### src/rtl/fetch_line_buffer_if.sv
// fetch_line_buffer_if: fetch-stage lookup, flush, line-fetcher and statistics signals of fetch_line_buffer.
interface fetch_line_buffer_if #(
    parameter int BUS_DATA_WIDTH    = 64,
    parameter int LINE_WIDTH        = 512,
    parameter int INSTRUCTION_WIDTH = 32,
    parameter int STAT_WIDTH        = 32
);
    logic                         req_valid;
    logic [BUS_DATA_WIDTH-1:0]    req_pc;
    logic                         req_ready;
    logic                         flush;
    logic                         resp_valid;
    logic [INSTRUCTION_WIDTH-1:0] resp_inst;
    logic                         resp_misaligned;
    logic                         fetch_enable;
    logic [BUS_DATA_WIDTH-1:0]    fetch_addr;
    logic                         fetch_ready;
    logic [LINE_WIDTH-1:0]        fetch_data;
    logic [STAT_WIDTH-1:0]        hit_count;
    logic [STAT_WIDTH-1:0]        miss_count;

    modport slave (
        input  req_valid, req_pc, flush, fetch_ready, fetch_data,
        output req_ready, resp_valid, resp_inst, resp_misaligned,
               fetch_enable, fetch_addr, hit_count, miss_count
    );

    modport master (
        output req_valid, req_pc, flush, fetch_ready, fetch_data,
        input  req_ready, resp_valid, resp_inst, resp_misaligned,
               fetch_enable, fetch_addr, hit_count, miss_count
    );
endinterface

### src/rtl/fetch_line_buffer.sv
// fetch_line_buffer: single 64-byte line buffer answering fetch-stage PC lookups, refilling from the line fetcher on a miss.
// Hit/miss counters are built only when FETCH_LINE_STATS_EN is defined; otherwise both read as zero.
module fetch_line_buffer #(
    parameter int BUS_DATA_WIDTH    = 64,
    parameter int LINE_WIDTH        = 512,
    parameter int INSTRUCTION_WIDTH = 32,
    parameter int STAT_WIDTH        = 32
) (
    input  logic                 clk,
    input  logic                 reset,
    fetch_line_buffer_if.slave   bus
);
    localparam int TAG_W = BUS_DATA_WIDTH - 6;

    typedef enum logic [2:0] {IDLE, LOOKUP, MISS_REQ, WAIT_DROP, WAIT_READY, FILL} state_e;

    state_e                       state_q, state_d;
    logic [LINE_WIDTH-1:0]        line_q, line_d;
    logic [TAG_W-1:0]             tag_q, tag_d;
    logic                         valid_q, valid_d;
    logic                         flushed_q, flushed_d;
    logic [BUS_DATA_WIDTH-1:0]    pc_q, pc_d;
    logic [BUS_DATA_WIDTH-1:0]    addr_q, addr_d;
    logic [INSTRUCTION_WIDTH-1:0] inst_q;
    logic [INSTRUCTION_WIDTH-1:0] sel;
    logic                         hit;

    assign hit = valid_q && (tag_q == pc_q[BUS_DATA_WIDTH-1:6]);
    assign sel = line_q[{pc_q[5:2], 5'd0} +: INSTRUCTION_WIDTH];

    always_ff @(posedge clk or posedge reset) begin
        if (reset) begin
            state_q   <= IDLE;
            line_q    <= '0;
            tag_q     <= '0;
            valid_q   <= 1'b0;
            flushed_q <= 1'b0;
            pc_q      <= '0;
            addr_q    <= '0;
            inst_q    <= '0;
        end else begin
            state_q   <= state_d;
            line_q    <= line_d;
            tag_q     <= tag_d;
            valid_q   <= valid_d;
            flushed_q <= flushed_d;
            pc_q      <= pc_d;
            addr_q    <= addr_d;
            inst_q    <= bus.resp_inst;
        end
    end

    always_comb begin
        state_d   = state_q;
        line_d    = line_q;
        tag_d     = tag_q;
        valid_d   = valid_q;
        flushed_d = flushed_q | bus.flush;
        pc_d      = pc_q;
        addr_d    = addr_q;
        case (state_q)
            IDLE: begin
                if (bus.req_valid) begin
                    pc_d    = bus.req_pc;
                    state_d = LOOKUP;
                end
            end
            LOOKUP: begin
                state_d = hit ? IDLE : MISS_REQ;
                if (!hit) begin
                    addr_d    = {pc_q[BUS_DATA_WIDTH-1:6], 6'b0};
                    flushed_d = bus.flush;
                end
            end
            MISS_REQ:   state_d = WAIT_DROP;
            // a READY level left over from the previous fetch must fall before a line is trusted
            WAIT_DROP:  state_d = bus.fetch_ready ? WAIT_DROP : WAIT_READY;
            WAIT_READY: begin
                if (bus.fetch_ready) begin
                    line_d  = bus.fetch_data;
                    tag_d   = pc_q[BUS_DATA_WIDTH-1:6];
                    valid_d = !flushed_d;
                    state_d = FILL;
                end
            end
            FILL:       state_d = IDLE;
            default:    state_d = IDLE;
        endcase
        if (bus.flush) valid_d = 1'b0;
    end

    assign bus.req_ready       = (state_q == IDLE);
    assign bus.resp_valid      = (state_q == LOOKUP && hit) || (state_q == FILL);
    assign bus.resp_inst       = bus.resp_valid ? sel : inst_q;
    assign bus.resp_misaligned = bus.resp_valid && (pc_q[1:0] != 2'b00);
    assign bus.fetch_enable    = (state_q == MISS_REQ);
    assign bus.fetch_addr      = addr_q;

`ifdef FETCH_LINE_STATS_EN
    logic [STAT_WIDTH-1:0] hits_q, misses_q;

    always_ff @(posedge clk or posedge reset) begin
        if (reset) begin
            hits_q   <= '0;
            misses_q <= '0;
        end else if (state_q == LOOKUP) begin
            if (hit && !(&hits_q)) hits_q <= hits_q + STAT_WIDTH'(1);
            if (!hit && !(&misses_q)) misses_q <= misses_q + STAT_WIDTH'(1);
        end
    end

    assign bus.hit_count  = hits_q;
    assign bus.miss_count = misses_q;
`else
    assign bus.hit_count  = '0;
    assign bus.miss_count = '0;
`endif
endmodule

### src/flat_wrapper.sv
// flat-port wrapper written by rule: the top's interface ports become plain ports
module fetch_line_buffer_flat 
#(
    parameter int BUS_DATA_WIDTH    = 64,
    parameter int LINE_WIDTH        = 512,
    parameter int INSTRUCTION_WIDTH = 32,
    parameter int STAT_WIDTH        = 32
)
  (clk, reset, bus_req_valid, bus_req_pc, bus_flush, bus_fetch_ready, bus_fetch_data, bus_req_ready, bus_resp_valid, bus_resp_inst, bus_resp_misaligned, bus_fetch_enable, bus_fetch_addr, bus_hit_count, bus_miss_count);
  fetch_line_buffer_if #(.BUS_DATA_WIDTH(BUS_DATA_WIDTH), .LINE_WIDTH(LINE_WIDTH), .INSTRUCTION_WIDTH(INSTRUCTION_WIDTH), .STAT_WIDTH(STAT_WIDTH)) bus_i ();
  input  logic clk;
  input  logic reset;
  input wire logic [$bits(bus_i.req_valid)-1:0] bus_req_valid;
  input wire logic [$bits(bus_i.req_pc)-1:0] bus_req_pc;
  input wire logic [$bits(bus_i.flush)-1:0] bus_flush;
  input wire logic [$bits(bus_i.fetch_ready)-1:0] bus_fetch_ready;
  input wire logic [$bits(bus_i.fetch_data)-1:0] bus_fetch_data;
  output wire logic [$bits(bus_i.req_ready)-1:0] bus_req_ready;
  output wire logic [$bits(bus_i.resp_valid)-1:0] bus_resp_valid;
  output wire logic [$bits(bus_i.resp_inst)-1:0] bus_resp_inst;
  output wire logic [$bits(bus_i.resp_misaligned)-1:0] bus_resp_misaligned;
  output wire logic [$bits(bus_i.fetch_enable)-1:0] bus_fetch_enable;
  output wire logic [$bits(bus_i.fetch_addr)-1:0] bus_fetch_addr;
  output wire logic [$bits(bus_i.hit_count)-1:0] bus_hit_count;
  output wire logic [$bits(bus_i.miss_count)-1:0] bus_miss_count;
  assign bus_i.req_valid = bus_req_valid;
  assign bus_i.req_pc = bus_req_pc;
  assign bus_i.flush = bus_flush;
  assign bus_i.fetch_ready = bus_fetch_ready;
  assign bus_i.fetch_data = bus_fetch_data;
  assign bus_req_ready = bus_i.req_ready;
  assign bus_resp_valid = bus_i.resp_valid;
  assign bus_resp_inst = bus_i.resp_inst;
  assign bus_resp_misaligned = bus_i.resp_misaligned;
  assign bus_fetch_enable = bus_i.fetch_enable;
  assign bus_fetch_addr = bus_i.fetch_addr;
  assign bus_hit_count = bus_i.hit_count;
  assign bus_miss_count = bus_i.miss_count;
  fetch_line_buffer #(.BUS_DATA_WIDTH(BUS_DATA_WIDTH), .LINE_WIDTH(LINE_WIDTH), .INSTRUCTION_WIDTH(INSTRUCTION_WIDTH), .STAT_WIDTH(STAT_WIDTH)) u_core (.clk(clk), .reset(reset), .bus(bus_i));
endmodule
### config.mk
export PLATFORM = sky130hd
export DESIGN_NAME = fetch_line_buffer_flat
export DESIGN_NICKNAME = d
export VERILOG_FILES = /design/src/rtl/fetch_line_buffer_if.sv /design/src/rtl/fetch_line_buffer.sv /design/src/flat_wrapper.sv
export SDC_FILE = /design/constraint.sdc
export NUM_CORES = 1
export LEC_CHECK = 0
export ABC_AREA = 1
export BUFFER_PORTS_ARGS = -buffer_cell sky130_fd_sc_hd__buf_2
export CAP_MARGIN = 10
export CORE_AREA = 5 5 291 293
export DETAILED_ROUTE_END_ITERATION = 12
export DIE_AREA = 0 0 296 298
export GPL_ROUTABILITY_DRIVEN = 0
export PLACE_DENSITY_LB_ADDON = 0.12
export SLEW_MARGIN = 20
export SYNTH_ARGS = -nofsm -noshare
export SYNTH_HDL_FRONTEND = slang
export SYNTH_SLANG_ARGS = --single-unit
### constraint.sdc
create_clock -name clk -period 22.7 [get_ports clk]
set_clock_uncertainty 0.2 [all_clocks]
set_input_delay 3.405 -clock clk [delete_from_list [all_inputs] [get_ports clk]]
set_output_delay 3.405 -clock clk [all_outputs]
set_load 0.005 [all_outputs]
Word level (Yosys, flattened, before mapping):

Index checks and enable logic that the tools add are counted.
Widths: inputs -> output; s select.

* flip-flop bits (word level): 729
* output and inout port bits: 164
* logic and storage cells: 44

* equal/unequal tests: 8
* shifts and indexed selects: 1
* muxes and demuxes: 11
* bitwise gates (word level): 2
* reduce and logical (&&, ||, !) cells: 14

Operators by type and width (number)
* $shiftx 512x10->32: 1
* $eq 58x58->1: 1
* $mux 32: 1
* $pmux 3 s5: 1
* $reduce_and 2->1: 5
* $mux 3: 3
* $eq 3x2->1 const B: 2
* $eq 3x3->1 const B: 2
* $reduce_bool 2->1: 3
* $mux 1: 5
* $ne 2x2->1 const B: 2
* $eq 3x1->1 const B: 1
* $logic_and 1x1->1: 3
* $logic_not 3->1: 1
* $mux 2: 1
* $logic_not 1->1: 1
* $logic_or 1x1->1: 1
* $not 1->1: 1
* $or 1x1->1: 1

Logic depth before layout (Yosys ltp):

* depth after elaboration: 5
* mapped depth: 14
* mapped depth without buffers: 13

Least setup slack after synthesis:

Ideal clock, no wire load.

* kind: reg-to-output
* start: register u_core.pc_q[2]
* end: output bus_resp_inst[10]
* arrival time: 1.503 ns
* data required time: 19.095 ns
* path slack: 17.592 ns
* stages on the path, launching flop included: 12
* buffers on the path: 4
* cell sequence: dfrtp_1 -> buf_4 -> buf_6 -> buf_6 -> buf_6 -> a21oi_1 -> o21ai_0 -> nand3_1 -> nand3_1 -> o21ai_1 -> nand3_1 -> nand2_1

* word-level cells in the longest chain between the ends: 2

Ends and longest elaborated chain
* start, declared: line fetch_line_buffer.sv:22 `logic [BUS_DATA_WIDTH-1:0] pc_q, pc_d;`
* start signal, assigned: line fetch_line_buffer.sv:47 `pc_q <= pc_d;`
* $shiftx 512x10->32: line fetch_line_buffer.sv:29 `assign sel = line_q[{pc_q[5:2], 5'd0} +: INSTRUCTION_WIDTH];`
* $mux 32: line fetch_line_buffer.sv:94 `assign bus.resp_inst = bus.resp_valid ? sel : inst_q;`
* end, declared: line flat_wrapper.sv:20 `output wire logic [$bits(bus_i.resp_inst)-1:0] bus_resp_inst;`

Every way passes these cells.

Final worst setup path:

* start: register u_core.pc_q[2]
* end: output bus_resp_inst[8]

The elaborated chain is that of the path after synthesis.

==> flow_summary.toml <==
[run_status]
status = "completed"

[grt]
antenna_found_initial = 29
grt_util_all_layers_pct = 27.2
overflow = 0
first_global_vias = 28700
grt_max_degree = 189
grt_pass1_wl_mm = 182

[power]
switching_power_mw = 2.30
seq_power_share_pct = 39.1
intPower_mw = 3.47
p_per_area_nw_per_um2 = 145
irDropWorstVdd_uv = 60.4
p_comb_share_pct = 36.6
p_leak_nw = 20.6
p_clk_share_pct = 24.3
switching_share_pct = 39.9

[critical_path]
crit_chain = "buf_4 > buf_4 > o21ai_0 > a21oi_1 > o21ai_0 > o21ai_1 > nand3_1 > nand2_1 > buf_2"
critPathTopFamily = "buffers and inverters"
slowest_delay_ns = 0.95
critPathCaptureType = "primary output"
r2r-end = "u_core.line_q[32]"
slowest_stage = "dfrtp_4"
r2r_start = "u_core.state_q[1]"
crit_path_max_fanout = 91
reg2reg_slack_ns = 17.28
worst_setup_path_start_kind = "flip-flop"
crit_arrival_ns = 4.74
path_class = "reg -> out"
rr_worst_depth = 9
critPathRequiredTime_ns = 19.10
crit_buf_inv = 3

[synthesis]
synth_area_sq_um = 33200
synth_edf_count = 0
synth_most_common_cell = "nand2_1"
netlist_top_cells_count = "1,418 x nand2_1, 729 x dfrtp_1, 612 x o21ai_0, 350 x inv_1, 241 x a21oi_1"
synthArstFlopShare_pct = 100
yosys.area.top_type_share_pct = 55.0
ys_warn_count = 0
ys_ff_latch = 729
ys.flop_type = "dfrtp_1"
yosysTopAreaCell = "dfrtp_1"
synthTopCellsByArea = "dfrtp_1 55%, nand2_1 16%, o21ai_0 9.2%, inv_1 4.0%, a21oi_1 3.6%"
ys_seq_area_share_pct = 55.0
synth_cell_types = 27
avgSynthCellArea_sq_um = 8.03
synthCells = 4129

[final_layout]
layout-drive-gt1-share_pct = 18.7
synthToLayoutAreaGrowth_pct = 19.7
post-route-util_pct = 48.6
final_nets = 5240

[detailed_routing]
drcViolationCount = 0
wl_per_cell_um = 21.2
wirelength_mm = 123
detail-route-antenna-nets = 0
firstDrtPassIters = 6
first_iter_violations = 2379
vias_per_cell = 5.00
via_count = 29000

[cts]
holdBufCountCts = 0
cts_sinks = 729
clock_latency_ns = 0.63
cts.path.max_buffers = 3
post_cts_buffers = 0
clk_pin_slew_ns = 0.06
cts_tree = "yes"
ctsRootBufferMaster = "clkbuf_16"
cts-buffers-inserted = 83
cts_resized = 0
h-tree-depth = 3

[timing]
relSlewSlack_pct = 29.7
period_share_pct = 36.8
finalHoldViolations = 0
worstMarginPinSlew_ns = 1.05
period_needed_ns = 8.35
rsz0062_at_grt = "no"
report.final.setup_viol = 0
hold-worst-slack_ns = 0.251
drv_slew = 0
fin_tns_setup_ns = 0
max_freq_ghz = 0.120

[min_path]
hold_class = "reg -> reg"
hold_end = "u_core.valid_q"
hold_depth = 1
holdCritStartpoint = "u_core.flushed_q"

[floorplan]
start_util_pct = 40.6
rows = 105
fp.dieW_um = 296
die_height_um = 298
core_area_sq_um = 81600
die_area_sq_um = 88200
io-pin-count = 745

[place]
io_buffers = 674
dpl.hpwl_mm = 87.6

[run]
cap_violations = 0
kinds of logic (layout without fill, tap and decap cells):
kind of cell / count (synthesis) / after routing / synth area share (%)
and+or+nand+nor: 1731 / 1731 / 20.3
AOI/OAI and AO/OA: 953 / 953 / 14.8
DFF: 729 / 729 / 55.0
buffers and inverters: 704 / 1230 / 9.53
xor gates and xnor gates: 9 / 9 / 0.238
muxes: 2 / 2 / 0.0679
other: 1 / 88 / 0.0113
area by class of cell:
class	instances	area, sq um
antenna	18	45.0
clock buffer	128	2590
clock inverter	22	282
fill	8266	41900
inverter	369	1400
multi-input combinational	2765	12000
sequential	729	18300
tap	1070	1340
timing repair buffer	711	3730
routing by layer:
metal / track usage (%) / vias to the layer above / wire length [um]
met5: 0 / - / 95
met4: 8.29 / 14 / 3860
met3: 4.60 / 183 / 8190
met2: 45.3 / 946 / 59900
met1: 36.5 / 13800 / 51200
li1: - / 14100 / -
placed cells by master, fill, tap and decap left out, drive strengths merged:
cell type	n
conb	70
a21oi	241
o211ai	55
dfrtp	729
diode	18
clkbuf	128
xor2	1
clkinvlp	3
nor3	3
nor2	127
xnor2	8
inv	369
mux2	2
o22ai	1
o21bai	1
nand2	1421
buf	711
o21ai	653
a41oi	1
a21o	1
bufinv	5
clkinv	14
nand3	180
power by group through the flow:
stage | clock (mW) | combinational [mW] | sequential (mW)
floorplan | 0 | 1.43 | 2.18
global placement | 0 | 2.09 | 2.25
detailed placement | 0 | 2.12 | 2.26
CTS | 1.43 | 2.13 | 2.25
global route | 1.48 | 2.39 | 2.33
finish | 1.40 | 2.11 | 2.25
registers in the layout, summed over array words and instances, names as in the netlist:
name	cells
u_core.line_q	512
u_core.pc_q	64
u_core.bus.fetch_addr	58
u_core.tag_q	58
u_core.inst_q	32
u_core.state_q	3
u_core.flushed_q	1
u_core.valid_q	1
how the worst max path moves through the flow:
stage | slack [ns] | cells past startpoint | from | end
after floorplan | 9.11 | 1 | reset | u_core.bus.fetch_addr[10]
after global placement | 14.67 | 7 | bus_fetch_ready | u_core.line_q[378]
after detailed placement | 14.57 | 7 | bus_fetch_ready | u_core.line_q[32]
after CTS | 14.50 | 9 | u_core.pc_q[2] | bus_resp_inst[15]
after global routing | 14.13 | 9 | u_core.pc_q[2] | bus_resp_inst[12]
final | 14.35 | 9 | u_core.pc_q[2] | bus_resp_inst[8]
metrics by stage:
stage                     std cells  instance area (sq um)  worst slack (ns)  power, mW
after global routing           5797                  39600             14.13       6.20
after detailed placement       5641                  36700             14.57       4.39
after global placement         5641                  36700             14.67       4.34
after floorplan                4198                  33400              9.11       3.61
after CTS                      5791                  39500             14.50       5.81
final                          5812                  39700             14.35       5.77
No activity file was read; power rests on OpenSTA's default activity.
